**config.mk**
```make
export PLATFORM = sky130hd
export DESIGN_NAME = fmap_pixel_streamer
export DESIGN_NICKNAME = d
export VERILOG_FILES = /design/src/rtl/fmap_pixel_streamer.sv
export SDC_FILE = /design/constraint.sdc
export NUM_CORES = 1
export LEC_CHECK = 0
export BUFFER_PORTS_ARGS = -buffer_cell sky130_fd_sc_hd__buf_2
export CAP_MARGIN = 0
export CORE_MARGIN = 5
export CORE_UTILIZATION = 60
export CTS_CLUSTER_SIZE = 24
export DETAILED_ROUTE_END_ITERATION = 16
export MAX_ROUTING_LAYER = met4
export PLACE_DENSITY = 0.94
export REMOVE_ABC_BUFFERS = 1
export SYNTH_ARGS = -nofsm -noshare
export SYNTH_HDL_FRONTEND = slang
export SYNTH_SLANG_ARGS = --single-unit
export TNS_END_PERCENT = 50
```
**constraint.sdc**
```tcl
create_clock -name clk -period 10.3 [get_ports clk]
set_clock_uncertainty 0.1 [all_clocks]
set_input_delay 1.545 -clock clk [delete_from_list [all_inputs] [get_ports clk]]
set_output_delay 1.545 -clock clk [all_outputs]
set_load 0.01 [all_outputs]
```
**src/rtl/fmap_pixel_streamer.sv**
```systemverilog
// Streams one 8-bit feature-map channel from activation SRAM to the convolutor, with column padding flags.
// Optional vertical zero-padding rows are enabled by defining ZERO_PAD_ROWS_EN.
module fmap_pixel_streamer #(
    parameter int IMAGE_WIDTH  = 128,
    parameter int IMAGE_HEIGHT = 128,
    parameter int ADDR_W       = 14
) (
    input  logic                     clk,
    input  logic                     rst,
    input  logic                     start,
    input  logic [7:0]               width,
    input  logic [7:0]               height,
    input  logic [ADDR_W-1:0]        base_addr,
    output logic                     mem_rd_en,
    output logic [ADDR_W-1:0]        mem_addr,
    input  logic [7:0]               mem_rdata,
    output logic signed [7:0]        pixel_out,
    output logic                     pixel_valid,
    input  logic                     pixel_ready,
    output logic                     paddingl,
    output logic                     paddingr,
    output logic                     last,
    output logic                     busy,
    output logic                     done
);

    typedef enum logic [1:0] {IDLE, STREAM, DRAIN, FINISH} state_t;

    localparam logic [8:0] MAX_W = 9'(IMAGE_WIDTH);
    localparam logic [8:0] MAX_H = 9'(IMAGE_HEIGHT);

    state_t              state, state_nxt;
    logic [7:0]          w_r, h_r;
    logic [ADDR_W-1:0]   addr;
    logic [7:0]          rc;
    logic [8:0]          rr, rr_last;
    logic                is_pad, col_last, row_last, issue, push, pop;
    logic [1:0]          count, count_nxt;
    logic [2:0]          occ;
    logic                vld_p1, pad_p1, pl_p1, pr_p1, last_p1;
    logic [10:0]         in_ent, head, tail;

    function automatic logic signed [7:0] stage_pixel(input logic pad, input logic [7:0] raw);
        return pad ? 8'sd0 : signed'(raw);
    endfunction

`ifdef ZERO_PAD_ROWS_EN
    // Row 0 and row height+1 are synthetic zero rows that never touch the SRAM.
    assign rr_last = {1'b0, h_r} + 9'd1;
    assign is_pad  = (rr == 9'd0) || (rr == rr_last);
`else
    assign rr_last = {1'b0, h_r} - 9'd1;
    assign is_pad  = 1'b0;
`endif

    assign col_last    = (rc == w_r - 8'd1);
    assign row_last    = (rr == rr_last);
    assign pixel_valid = (count != 2'd0);
    assign pop         = pixel_valid && pixel_ready;
    assign push        = vld_p1;
    assign count_nxt   = count + {1'b0, push} - {1'b0, pop};
    // Credit the pop of this cycle so a full pipe still sustains one pixel per clock.
    assign occ         = {1'b0, count} + {2'b0, vld_p1} - {2'b0, pop};

    always_ff @(posedge clk) begin
        if (rst) state <= IDLE;
        else     state <= state_nxt;
    end

    always_comb begin
        state_nxt = state;
        case (state)
            IDLE:    if (start) state_nxt = (width == 8'd0 || height == 8'd0) ? FINISH : STREAM;
            STREAM:  if (issue && col_last && row_last) state_nxt = DRAIN;
            DRAIN:   if (count_nxt == 2'd0) state_nxt = FINISH;
            default: state_nxt = IDLE;
        endcase
    end

    always_comb begin
        busy      = (state == STREAM) || (state == DRAIN);
        done      = (state == FINISH);
        issue     = (state == STREAM) && (occ < 3'd2);
        mem_rd_en = issue && !is_pad;
    end

    always_ff @(posedge clk) begin
        if (rst) begin
            w_r  <= '0;
            h_r  <= '0;
            addr <= '0;
            rc   <= '0;
            rr   <= '0;
        end else if (state == IDLE && start) begin
            w_r  <= ({1'b0, width}  > MAX_W) ? MAX_W[7:0] : width;
            h_r  <= ({1'b0, height} > MAX_H) ? MAX_H[7:0] : height;
            addr <= base_addr;
            rc   <= '0;
            rr   <= '0;
        end else if (issue) begin
            if (!is_pad) addr <= addr + ADDR_W'(1);
            if (col_last) begin
                rc <= '0;
                rr <= rr + 9'd1;
            end else begin
                rc <= rc + 8'd1;
            end
        end
    end

    assign mem_addr = addr;

    // p1: read in flight; flags ride alongside until SRAM data returns.
    always_ff @(posedge clk) begin
        if (rst) vld_p1 <= 1'b0;
        else     vld_p1 <= issue;
    end

    always_ff @(posedge clk) begin
        pad_p1  <= is_pad;
        pl_p1   <= (rc == 8'd0);
        pr_p1   <= col_last;
        last_p1 <= col_last && row_last;
    end

    // p2: two-entry output buffer, head entry drives the outputs.
    assign in_ent = {stage_pixel(pad_p1, mem_rdata), pl_p1, pr_p1, last_p1};

    always_ff @(posedge clk) begin
        if (rst) count <= 2'd0;
        else     count <= count_nxt;
    end

    always_ff @(posedge clk) begin
        case (count)
            2'd0: if (push) head <= in_ent;
            2'd1: begin
                if (push && pop) head <= in_ent;
                else if (push)   tail <= in_ent;
            end
            default: begin
                if (pop) begin
                    head <= tail;
                    if (push) tail <= in_ent;
                end
            end
        endcase
    end

    assign pixel_out = pixel_valid ? signed'(head[10:3]) : 8'sd0;
    assign paddingl  = pixel_valid && head[2];
    assign paddingr  = pixel_valid && head[1];
    assign last      = pixel_valid && head[0];

endmodule

```
== After elaboration in Yosys (flattened, before gate mapping) ==
Index checks and enable logic that the tools add are counted.

* $add $sub $neg: 9
* Multipliers: 0
* Div/mod/pow operators: 0
* Order comparisons: 3
* Equal/unequal tests: 12
* Shift operators: 0
* Mux-type cells: 19
* Bitwise logic cells: 1
* Reductions and logical operators: 27

{| class="wikitable"
|+ Operators by type and width
! kind !! count
|-
| two-way mux 11 bit || 6
|-
| case mux 11 bit (2 select lines) || 2
|-
| two-way mux 8 bit || 4
|-
| two-way mux 14 bit || 2
|-
| logical NOT 8 bit || 3
|-
| > comparator 8 bit (second input constant) || 2
|-
| adder 14 x 1 -> 14 bit (second input constant) || 1
|-
| != test 2 bit (second input constant) || 6
|-
| logical AND 1 bit || 10
|-
| adder 9 x 1 -> 9 bit (second input constant) || 1
|-
| == test 9 bit || 1
|-
| AND reduction 3 bit || 3
|-
| subtractor 8 x 1 -> 9 bit (second input constant) || 1
|-
| adder 8 x 1 -> 8 bit (second input constant) || 1
|-
| == test 8 bit || 1
|-
| two-way mux 2 bit || 4
|-
| subtractor 8 x 1 -> 8 bit (second input constant) || 1
|-
| logical NOT 2 bit || 3
|-
| case mux 2 bit (3 select lines) || 1
|-
| nonzero test 2 bit || 3
|-
| == test 2 x 1 -> 1 bit (second input constant) || 2
|-
| == test 2 bit (second input constant) || 2
|-
| adder 2 x 1 -> 3 bit || 1
|-
| less-than comparator 3 x 2 -> 1 bit (second input constant) || 1
|-
| other kinds (8) || 9
|}

* Register bits after elaboration: 77
* Latch bits: 0
* RAM bits: 0
* Bits in read-only memories: 0
* Bits of input ports: 42
* Output and inout bits: 29
* Memories: 0

== Depth between registers and ports, before layout ==
Gate-level depths: netlist of run 1.

* Depth after elaboration: 9
* Depth in mapped cells: 15

== Worst setup path after synthesis of run 1 ==
No wires, ideal clock.

* Path kind: in2out
* Start: input pixel_ready
* End: output mem_rd_en
* Arrival: 3.290 ns
* Setup slack: 5.365 ns
* Cell stages on the path: 8
* Path buffers: 1
* Cell sequence: nor2b_1 > ha_1 > inv_1 > ha_1 > fa_1 > xnor2_1 > nor3b_4 > buf_2

* Word-level cells in the longest chain between the ends: 4

{| class="wikitable"
|+ Ends and longest elaborated chain
! what !! RTL line !! RTL
|-
| start: declaration || 19 || <nowiki>input logic pixel_ready,</nowiki>
|-
| logical AND 1 bit || 59 || <nowiki>assign pop = pixel_valid && pixel_ready;</nowiki>
|-
| subtractor 3 x 1 -> 3 bit || 63 || <nowiki>assign occ = {1'b0, count} + {2'b0, vld_p1} - {2'b0, pop};</nowiki>
|-
| less-than comparator 3 x 2 -> 1 bit || 83 || <nowiki>issue = (state == STREAM) && (occ < 3'd2);</nowiki>
|-
| logical AND 1 bit || 83 ||
|-
| end: declaration || 14 || <nowiki>output logic mem_rd_en,</nowiki>
|}

Every way passes these cells.

== Worst setup path in the final report of run 1 ==
Ends and elaborated chain as after synthesis.

==> results.py, run 1 <==
metrics = {
    "final_layout": {
        "antenna_cells": 0,
        "drive_gt1_share_pct": 22.3,
        "nets": 547,
        "syn2layout_area_growth_pct": 14.2,
        "nFillCells": 481,
    },
    "yosys": {
        "ys.flop_type": "dfxtp_1",
        "synthesis.area_sq_um": 4070,
        "synth.distinct_cells": 56,
        "syn_area_per_cell_sq_um": 9.46,
        "synth_edf_count": 22,
        "yosys_warnings": 0,
        "synthCells": 430,
        "synth_area_leaders": "dfxtp_1, edfxtp_1, xnor2_1",
        "yosysTopAreaCell": "dfxtp_1",
        "ys_seq_area_share_pct": 43.3,
        "postSynth.asyncResetShare_pct": 0,
        "ys_ff_latch": 77,
        "yosysTopAreaCellShare_pct": 27.1,
    },
    "cts": {
        "cts_num_sinks": 77,
        "htree_levels": 3,
        "clk_pin_slew_ns": 0.08,
        "worstSkewPairLatency_ns": 0.36,
        "cts_root_buffer": "clkbuf_8",
        "cts_setup_buffers": 0,
        "postCtsHoldBufs": 0,
        "ctsResizeCount": 0,
        "cts_tree": "yes",
        "cts_inserted_buffers": 9,
        "clockBufferDepth": 2,
    },
    "worst_setup_path": {
        "slowest_delay_ns": 0.74,
        "cp_slowest_cell": "nor3b_4",
        "critPathCaptureType": "output pin",
        "cp.arrival_ns": 3.90,
        "path_cells": "buf_2 -> nor2b_1 -> ha_1 -> inv_1 -> ha_1 -> fa_1 -> xnor2_1 -> nor3b_4 -> buf_2",
        "worstSetupStartpointType": "input port",
        "required_ns": 8.66,
        "critical_path_class": "input port to output pin",
        "critPathMaxFanout": 18,
        "critical_path.top_delay_family": "simple AND/OR/NAND/NOR gates",
        "cp_num_buf_inv": 3,
    },
    "floorplan": {
        "core-area_sq_um": 6680,
        "die_h_um": 92.3,
        "fp.dieW_um": 92.3,
        "row_count": 30,
        "start_util_pct": 60.9,
        "ios": 71,
        "die_area_sq_um": 8530,
    },
    "timing": {
        "final.setup.tns_ns": 0,
        "slew_violations": 0,
        "hold_violations": 0,
        "maxSlewHeadroom_pct": 43.3,
        "rsz0062_at_grt": "no",
        "worst_pin_slew_ns": 0.849,
        "min_period_over_period_pct": 53.8,
        "min_period_ns": 5.54,
        "fmax_mhz": 180,
        "setup_violations": 0,
        "setup_ws_ns": 4.76,
    },
    "route": {
        "drt-total-wl_um": 9020,
        "wire_per_inst_um": 15.6,
        "drtIter0Drc": 210,
        "vias": 3391,
        "dr.pass1.iters": 4,
        "ant_nets": 0,
        "post-route-drc-count": 0,
        "vias_per_cell": 5.88,
    },
    "worst_hold_path": {
        "hp-class": "flip-flop to flip-flop",
    },
    "placed_design": {
        "pre_cts_ws_ns": 4.77,
        "numPortBuffers": 70,
        "dp_hpwl_um": 6460,
        "routabilityCongestion": 0.859,
    },
    "power_and_ir_drop": {
        "powerDensity_nw_per_um2": 207,
        "p_leak_nw": 1.78,
        "max-vdd-ir-drop_mv": 0.135,
    },
    "global_routing": {
        "grt_remaining_overflow": 0,
        "antenna_found_initial": 0,
        "grt_max_degree": 46,
        "grt_pass1_wl_um": 15300,
        "grt_usage_pct": 22.7,
        "grt_pass1_vias": 3449,
    },
    "run_status": {
        "run_status": "finished clean",
    },
    "job": {
        "cap_violations": 0,
    },
}
-- layer usage --
layer,share of wire [%],vias to the layer above,track usage [%]
li1,-,1653,-
met2,52,103,39.3
met5,0,-,-
met3,5.6,19,6.34
met4,2.1,0,8.17
met1,40,1616,25.1
-- report_power, final --
group | switching [W] | internal [W]
logic | 0.000181 | 0.000133
registers | 0.0000502 | 0.000372
clock network | 0.000115 | 0.000113
-- cell families (layout without fill, tap and decap cells) --
kind of cell,after synthesis,count (layout),share of synthesized area (%)
AND/OR/NAND/NOR,173,173,24.0
flip-flops,77,77,43.3
AO/OA/AOI/OAI,68,68,11.3
buffers and inverters,42,109,4.09
XOR/XNOR,39,39,8.40
multiplexers,18,18,4.77
adder cells (fa/ha/maj),13,13,4.18
-- synth_stat cells (3+ instances only) --
master and n:
dfxtp_1 55, mux2_2 11, o31ai_1 4, nor4_1 7, clkbuf_1 16, and3_1 6, edfxtp_1 22, xnor2_1 20
a211oi_1 12, inv_1 21, xor2_1 19, buf_2 3, nor2b_1 14, ha_1 12, nand2_1 38, nor2_1 38
a21oi_1 23, nand3_1 10, nand3b_1 14, nand2b_1 8, mux2i_1 7, nor3_1 8, or3_1 5, nand4_1 7
o21ai_0 8
-- sequential cells by signal, summed over array words and instances, names as in the netlist --
register / count
pr_p1: 1
mem_addr: 14
h_r: 8
rc: 8
rr: 9
last_p1: 1
tail: 11
count: 2
push: 1
w_r: 8
head: 11
state: 2
pl_p1: 1
-- cell type report --
cell class / instances / area [sq um] / area share, %
Tap cell: 80 / 100 / 2.16
Inverter: 21 / 78.8 / 1.70
Clock inverter: 7 / 75.1 / 1.62
Multi-Input combinational cell: 311 / 2140 / 46.1
Sequential cell: 77 / 1760 / 37.9
Clock buffer: 9 / 124 / 2.67
Timing Repair Buffer: 72 / 365 / 7.87
-- worst register-to-register path, stage by stage (launching register included) --
cell,delay (ns)
dfxtp_1,0.52
nor2_1,0.74
nor2b_1,0.14
ha_1,0.32
inv_1,0.04
ha_1,0.18
fa_1,0.37
xnor2_1,0.17
nor3b_4,0.74
nand4_4,0.21
nor3b_2,0.29
nand3_1,0.13
xor2_1,0.15
a211oi_1,0.22
-- cell usage in the layout, fill, tap and decap left out, types with 4 or more instances in the layout --
master     n
nand2b_1   8
or3_1      5
nor2b_1   14
xor2_1    19
a21oi_1   23
clkbuf_8   9
nand3_1   10
mux2_2    11
nand4_1    7
o21ai_0    8
and3_1     6
nand3b_1  14
a211oi_1  12
o31ai_1    4
nand2_1   38
dfxtp_1   55
nor3_1     8
nor2_1    38
buf_2     70
inv_1     21
mux2i_1    7
nor4_1     7
edfxtp_1  22
xnor2_1   20
ha_1      12
-- final timing paths --
path	startpoint	end	slack, ns	depth (start not counted)
setup / recovery	pixel_ready	mem_rd_en	4.76	9
hold / removal	last_p1	tail[0]	0.35	0
hold reg to reg	last_p1	tail[0]	0.35	0
setup reg to reg	count[1]	mem_addr[13]	5.89	13
-- per-stage QoR --
stage	utilization, %	cell area (sq um)	hold WS [ns]	total power, W	instances
finish	69.5	4640	0.351	0.000963	577
CTS	69.5	4640	0.353	0.000969	577
detailed placement	66.5	4450	0.324	0.000740	561
floorplan	-	3980	0.304	0.000634	409
global placement	66.5	4450	0.316	0.000719	561
global route	69.5	4640	0.352	0.00102	577
(Power assumes the default switching activity.)
==> run 2, diff against run 1 <==
Settings changed: CORE_UTILIZATION 60 to 56, PLACE_DENSITY 0.94 to 0.89.
Clock period 10.3 ns to 5.4 ns, I/O delays scaled along.
==> run 2 against run 1 <==
  * Worst hold slack worse by 0.011 ns
  * Sequential power up 91%
  * Critical path depth unchanged
  * Count of clock-buffer cells in the layout up 1
  * Final area up 0.86%
  * Via count down 2.0%
  * Highest routed layer unchanged
  * Wire length down 3.1%
  * Power up 95%
  * Die area up 6.4%
  * Critical path type is now flip-flop to output pin
  * First-iteration DRC count down 40%
  * Core utilization down 4.2 points
  * Global-route usage down 2.1 points
==> results.py, run 2 (same netlist as run 1, synthesis figures left out) <==
metrics = {
    "worst_setup_path": {
        "rr_startpoint": "count[1]",
        "cp_slowest_cell": "nor2_1",
        "slowest_delay_ns": 0.73,
        "path_cells": "nor2_1 -> nor2b_1 -> ha_1 -> inv_1 -> ha_1 -> fa_1 -> xnor2_1 -> nor3b_4 -> buf_2",
        "critical_path_class": "flip-flop to output pin",
        "crit_top_cell": "ha_1",
        "critical_path.top_delay_family": "simple AND/OR/NAND/NOR gates",
        "reg2reg_depth": 13,
        "worstSetupStartpointType": "flip-flop",
        "worstReg2RegEnd": "mem_addr[11]",
        "reg2reg_slack_ns": 1.16,
        "critPathMaxFanout": 17,
        "cp.arrival_ns": 3.64,
        "required_ns": 4.49,
        "critPathCaptureType": "output pin",
        "cp_num_buf_inv": 2,
    },
    "timing": {
        "fmax_mhz": 220,
        "slew_violations": 0,
        "rsz0062_at_grt": "no",
        "hold_violations": 0,
        "setup_violations": 0,
        "worst_pin_slew_ns": 1.08,
        "maxSlewHeadroom_pct": 27.7,
        "final.setup.tns_ns": 0,
        "min_period_over_period_pct": 84.3,
        "setup_ws_ns": 0.850,
        "min_period_ns": 4.55,
    },
    "floorplan": {
        "fp.dieW_um": 95.2,
        "core-area_sq_um": 7180,
        "row_count": 31,
        "die_area_sq_um": 9070,
        "start_util_pct": 56.7,
        "ios": 71,
        "die_h_um": 95.2,
    },
    "cts": {
        "ctsResizeCount": 0,
        "worstSkewPairLatency_ns": 0.35,
        "cts_setup_buffers": 0,
        "cts_tree": "yes",
        "postCtsHoldBufs": 0,
        "clk_pin_slew_ns": 0.08,
        "cts_root_buffer": "clkbuf_8",
        "htree_levels": 3,
        "cts_inserted_buffers": 9,
        "clockBufferDepth": 2,
        "cts_num_sinks": 77,
    },
    "final_layout": {
        "seqCellArea_sq_um": 1760,
        "drive_gt1_share_pct": 22.1,
        "final_common_cell": "buf_2",
        "nFillCells": 552,
        "nets": 547,
        "largest_reg_flops": 14,
        "layout.cells.non_filler": 596,
        "syn2layout_area_growth_pct": 15.2,
        "mostFrequentLayoutCells": "buf_2, dfxtp_1, nor2_1, nand2_1, a21oi_1",
        "fin_area_sq_um": 4680,
        "multi_input_area_sq_um": 2140,
        "antenna_cells": 0,
    },
    "placed_design": {
        "numPortBuffers": 70,
        "placed_cells": 580,
        "placed_area_sq_um": 4470,
        "pre_cts_ws_ns": 1.11,
        "routabilityCongestion": 0.872,
        "dp_hpwl_um": 6260,
    },
    "route": {
        "vias": 3324,
        "drt-total-wl_um": 8740,
        "vias_per_cell": 5.58,
        "drtIter0Drc": 127,
        "ant_nets": 0,
        "post-route-drc-count": 0,
        "dr.pass1.iters": 6,
        "wire_per_inst_um": 14.7,
    },
    "global_routing": {
        "grt_pass1_vias": 3272,
        "grt_remaining_overflow": 0,
        "grt_usage_pct": 20.7,
        "antenna_found_initial": 0,
        "grt_max_degree": 46,
        "grt_pass1_wl_um": 14400,
    },
    "worst_hold_path": {
        "hp-class": "flip-flop to flip-flop",
        "holdPathEnd": "tail[0]",
        "min_from": "last_p1",
        "whs_path_depth": 0,
    },
    "job": {
        "cap_violations": 0,
    },
    "power_and_ir_drop": {
        "max-vdd-ir-drop_mv": 0.277,
        "p_leak_nw": 1.79,
        "power_w": 0.00188,
        "powerDensity_nw_per_um2": 401,
    },
    "run_status": {
        "run_status": "finished clean",
    },
}
run 2: cell count changes in the layout (fill, tap and decap cells not counted):
cell / delta
a21boi_0: -1
inv_6: -1
clkbuf_1: +1
a21boi_1: +1
clkinv_4: -1
bufinv_16: +1
run 2: worst max-delay path by stage:
stage,startpoint,endpoint,cells after the start
after floorplan,count[1],mem_addr[11],13
after global placement,count[1],rc[7],14
after detailed placement,count[1],mem_addr[11],13
after CTS,count[1],mem_rd_en,9
after global routing,count[1],mem_rd_en,9
final,count[1],mem_rd_en,9
run 2: metrics by stage:
step / hold WS [ns] / util (%)
CTS: 0.337 / 65.3
global placement: 0.319 / 62.3
detailed placement: 0.319 / 62.3
global route: 0.341 / 65.3
finish: 0.340 / 65.3
floorplan: 0.304 / -
run 2: layout make-up:
cell class              count  share of cell area [%]
multi-input cells         311                    45.7
repair buffers             72                    7.80
flip-flops and latches     77                    37.6
inverters                  21                    1.68
well taps                  99                    2.64
clock buffers              10                    2.72
clock inverters             6                    1.87
run 2: layer usage:
| metal | wire length [um] | vias to the layer above | track usage (%) |
|---|---|---|---|
| li1 | - | 1653 | - |
| met1 | 3820 | 1544 | 24.3 |
| met2 | 4180 | 110 | 34.4 |
| met3 | 558 | 17 | 4.97 |
| met4 | 187 | 0 | 7.33 |
| met5 | 0 | - | - |
run 2: power by group:
| part | internal [W] | total, W | switching (W) |
|---|---|---|---|
| sequential | 0.000709 | 0.000805 | 0.0000956 |
| combinational | 0.000257 | 0.000602 | 0.000345 |
| clock | 0.000260 | 0.000474 | 0.000215 |
==> run 3, diff against run 2 <==
Settings changed: CORE_UTILIZATION 56 to 51, PLACE_DENSITY 0.89 to 0.86.
Clock period 5.4 ns to 4.15 ns, I/O delays scaled along.
==> run 3 against run 2 <==
  * Count of clock-buffer cells in the layout decreased by 1
  * Largest power group unchanged
  * Register-to-register slack worse by 0.31 ns
  * Largest cell class unchanged
  * Clock power is 20% higher
  * Die area grew 8.8%
==> results.py, run 3 (same netlist as run 1, synthesis figures left out) <==
metrics = {
    "cts": {
        "clk_pin_slew_ns": 0.08,
        "worstSkewPairLatency_ns": 0.35,
        "cts_tree": "yes",
        "clockBufferDepth": 2,
        "htree_levels": 3,
        "cts_setup_buffers": 0,
        "ctsResizeCount": 0,
        "cts_num_sinks": 77,
        "cts_root_buffer": "clkbuf_8",
        "cts_inserted_buffers": 9,
        "postCtsHoldBufs": 0,
    },
    "final_layout": {
        "mostFrequentLayoutCells": "buf_2, dfxtp_1, nor2_1, nand2_1, a21oi_1",
        "final_util_pct": 60.4,
        "syn2layout_area_growth_pct": 15.4,
        "final_common_cell": "buf_2",
        "nFillCells": 638,
        "nets": 550,
        "largest_reg_flops": 14,
        "antenna_cells": 0,
        "fin_area_sq_um": 4690,
        "layout.cells.non_filler": 602,
        "drive_gt1_share_pct": 22.8,
    },
    "route": {
        "ant_nets": 0,
        "wire_per_inst_um": 14.4,
        "vias": 3365,
        "drtIter0Drc": 113,
        "drt-total-wl_um": 8680,
        "post-route-drc-count": 0,
        "vias_per_cell": 5.59,
        "dr.pass1.iters": 5,
    },
    "worst_setup_path": {
        "reg2reg_depth": 13,
        "rr_startpoint": "count[1]",
        "startpoint": "count[1]",
        "worstReg2RegEnd": "mem_addr[13]",
        "reg2reg_slack_ns": 0.85,
        "required_ns": 3.43,
        "critical_path_class": "flip-flop to output pin",
        "critPathCaptureType": "output pin",
        "worstSetupStartpointType": "flip-flop",
        "critPathMaxFanout": 14,
        "cp.arrival_ns": 2.90,
    },
    "worst_hold_path": {
        "min_from": "pr_p1",
        "whs_path_depth": 0,
        "hp-class": "flip-flop to flip-flop",
        "holdPathEnd": "tail[1]",
    },
    "power_and_ir_drop": {
        "max-vdd-ir-drop_mv": 0.304,
        "p_leak_nw": 1.80,
        "powerDensity_nw_per_um2": 512,
    },
    "run_status": {
        "run_status": "finished clean",
    },
    "placed_design": {
        "dp_hpwl_um": 6270,
        "placed_cells": 586,
        "placed_area_sq_um": 4500,
        "routabilityCongestion": 0.889,
        "numPortBuffers": 70,
    },
    "floorplan": {
        "row_count": 32,
        "fp.dieW_um": 99.3,
        "ios": 71,
        "start_util_pct": 52.4,
        "die_area_sq_um": 9860,
        "core-area_sq_um": 7770,
        "die_h_um": 99.3,
    },
    "job": {
        "cap_violations": 0,
    },
    "timing": {
        "slew_violations": 0,
        "min_period_over_period_pct": 87.2,
        "min_period_ns": 3.62,
        "fmax_mhz": 276,
        "rsz0062_at_grt": "no",
        "final.setup.tns_ns": 0,
        "worst_pin_slew_ns": 1.05,
        "setup_violations": 0,
        "hold_ws_ns": 0.334,
        "hold_violations": 0,
        "maxSlewHeadroom_pct": 29.7,
    },
    "global_routing": {
        "grt_remaining_overflow": 0,
        "antenna_found_initial": 0,
        "grt_max_degree": 42,
        "grt_pass1_wl_um": 14700,
        "grt_usage_pct": 18.8,
        "grt_pass1_vias": 3263,
    },
}
## run 3: cell count changes in the layout (fill, tap and decap cells not counted)
cell        previous run  this run
buf_4                  2         5
clkinv_4               1         3
clkinvlp_4             2         0
bufinv_16              2         1
clkbuf_1               1         0
clkinv_2               0         1
inv_6                  0         1
## run 3: cell type report
cell class	count	area, sq um	area share (%)
multi-input combinational	311	2140	45.6
sequential	77	1760	37.5
timing repair buffer	75	388	8.26
tap	102	128	2.72
clock buffer	9	124	2.64
inverter	21	78.8	1.68
clock inverter	7	73.8	1.57
## run 3: worst max-delay path: stages, from the launching register on
cell and delay (ns):
dfxtp_1 0.32, nor2_1 0.10, buf_4 0.20, nor2b_1 0.07
ha_1 0.27, inv_1 0.04, ha_1 0.18, fa_1 0.52
nor3b_4 0.45, buf_4 0.25, buf_2 0.14
## run 3: stage by stage
stage                     setup WS [ns]  total power [W]
final                             0.531          0.00240
after global routing              0.314          0.00256
after CTS                         0.549          0.00242
after detailed placement          0.669          0.00185
after global placement            0.780          0.00181
after floorplan                   0.318          0.00157
## run 3: metal layers
layer,vias to the layer above,GRT usage (%),wire (um)
met3,19,4.77,572
li1,1656,-,-
met1,1570,23.1,3880
met4,0,7.67,166
met5,-,-,0
met2,120,29.5,4060
## run 3: where the power goes
part	switching, W	internal, W
Combinational	0.000452	0.000344
Clock	0.000289	0.000280
Sequential	0.000117	0.000922
Total	0.000857	0.00155
## run 3: worst max path at each step
stage	slack, ns	end	cells past startpoint
final	0.53	mem_rd_en	10
after global routing	0.31	mem_rd_en	11
after CTS	0.55	mem_rd_en	11
after detailed placement	0.67	mem_addr[11]	13
after global placement	0.78	mem_addr[13]	13
after floorplan	0.32	mem_addr[11]	13
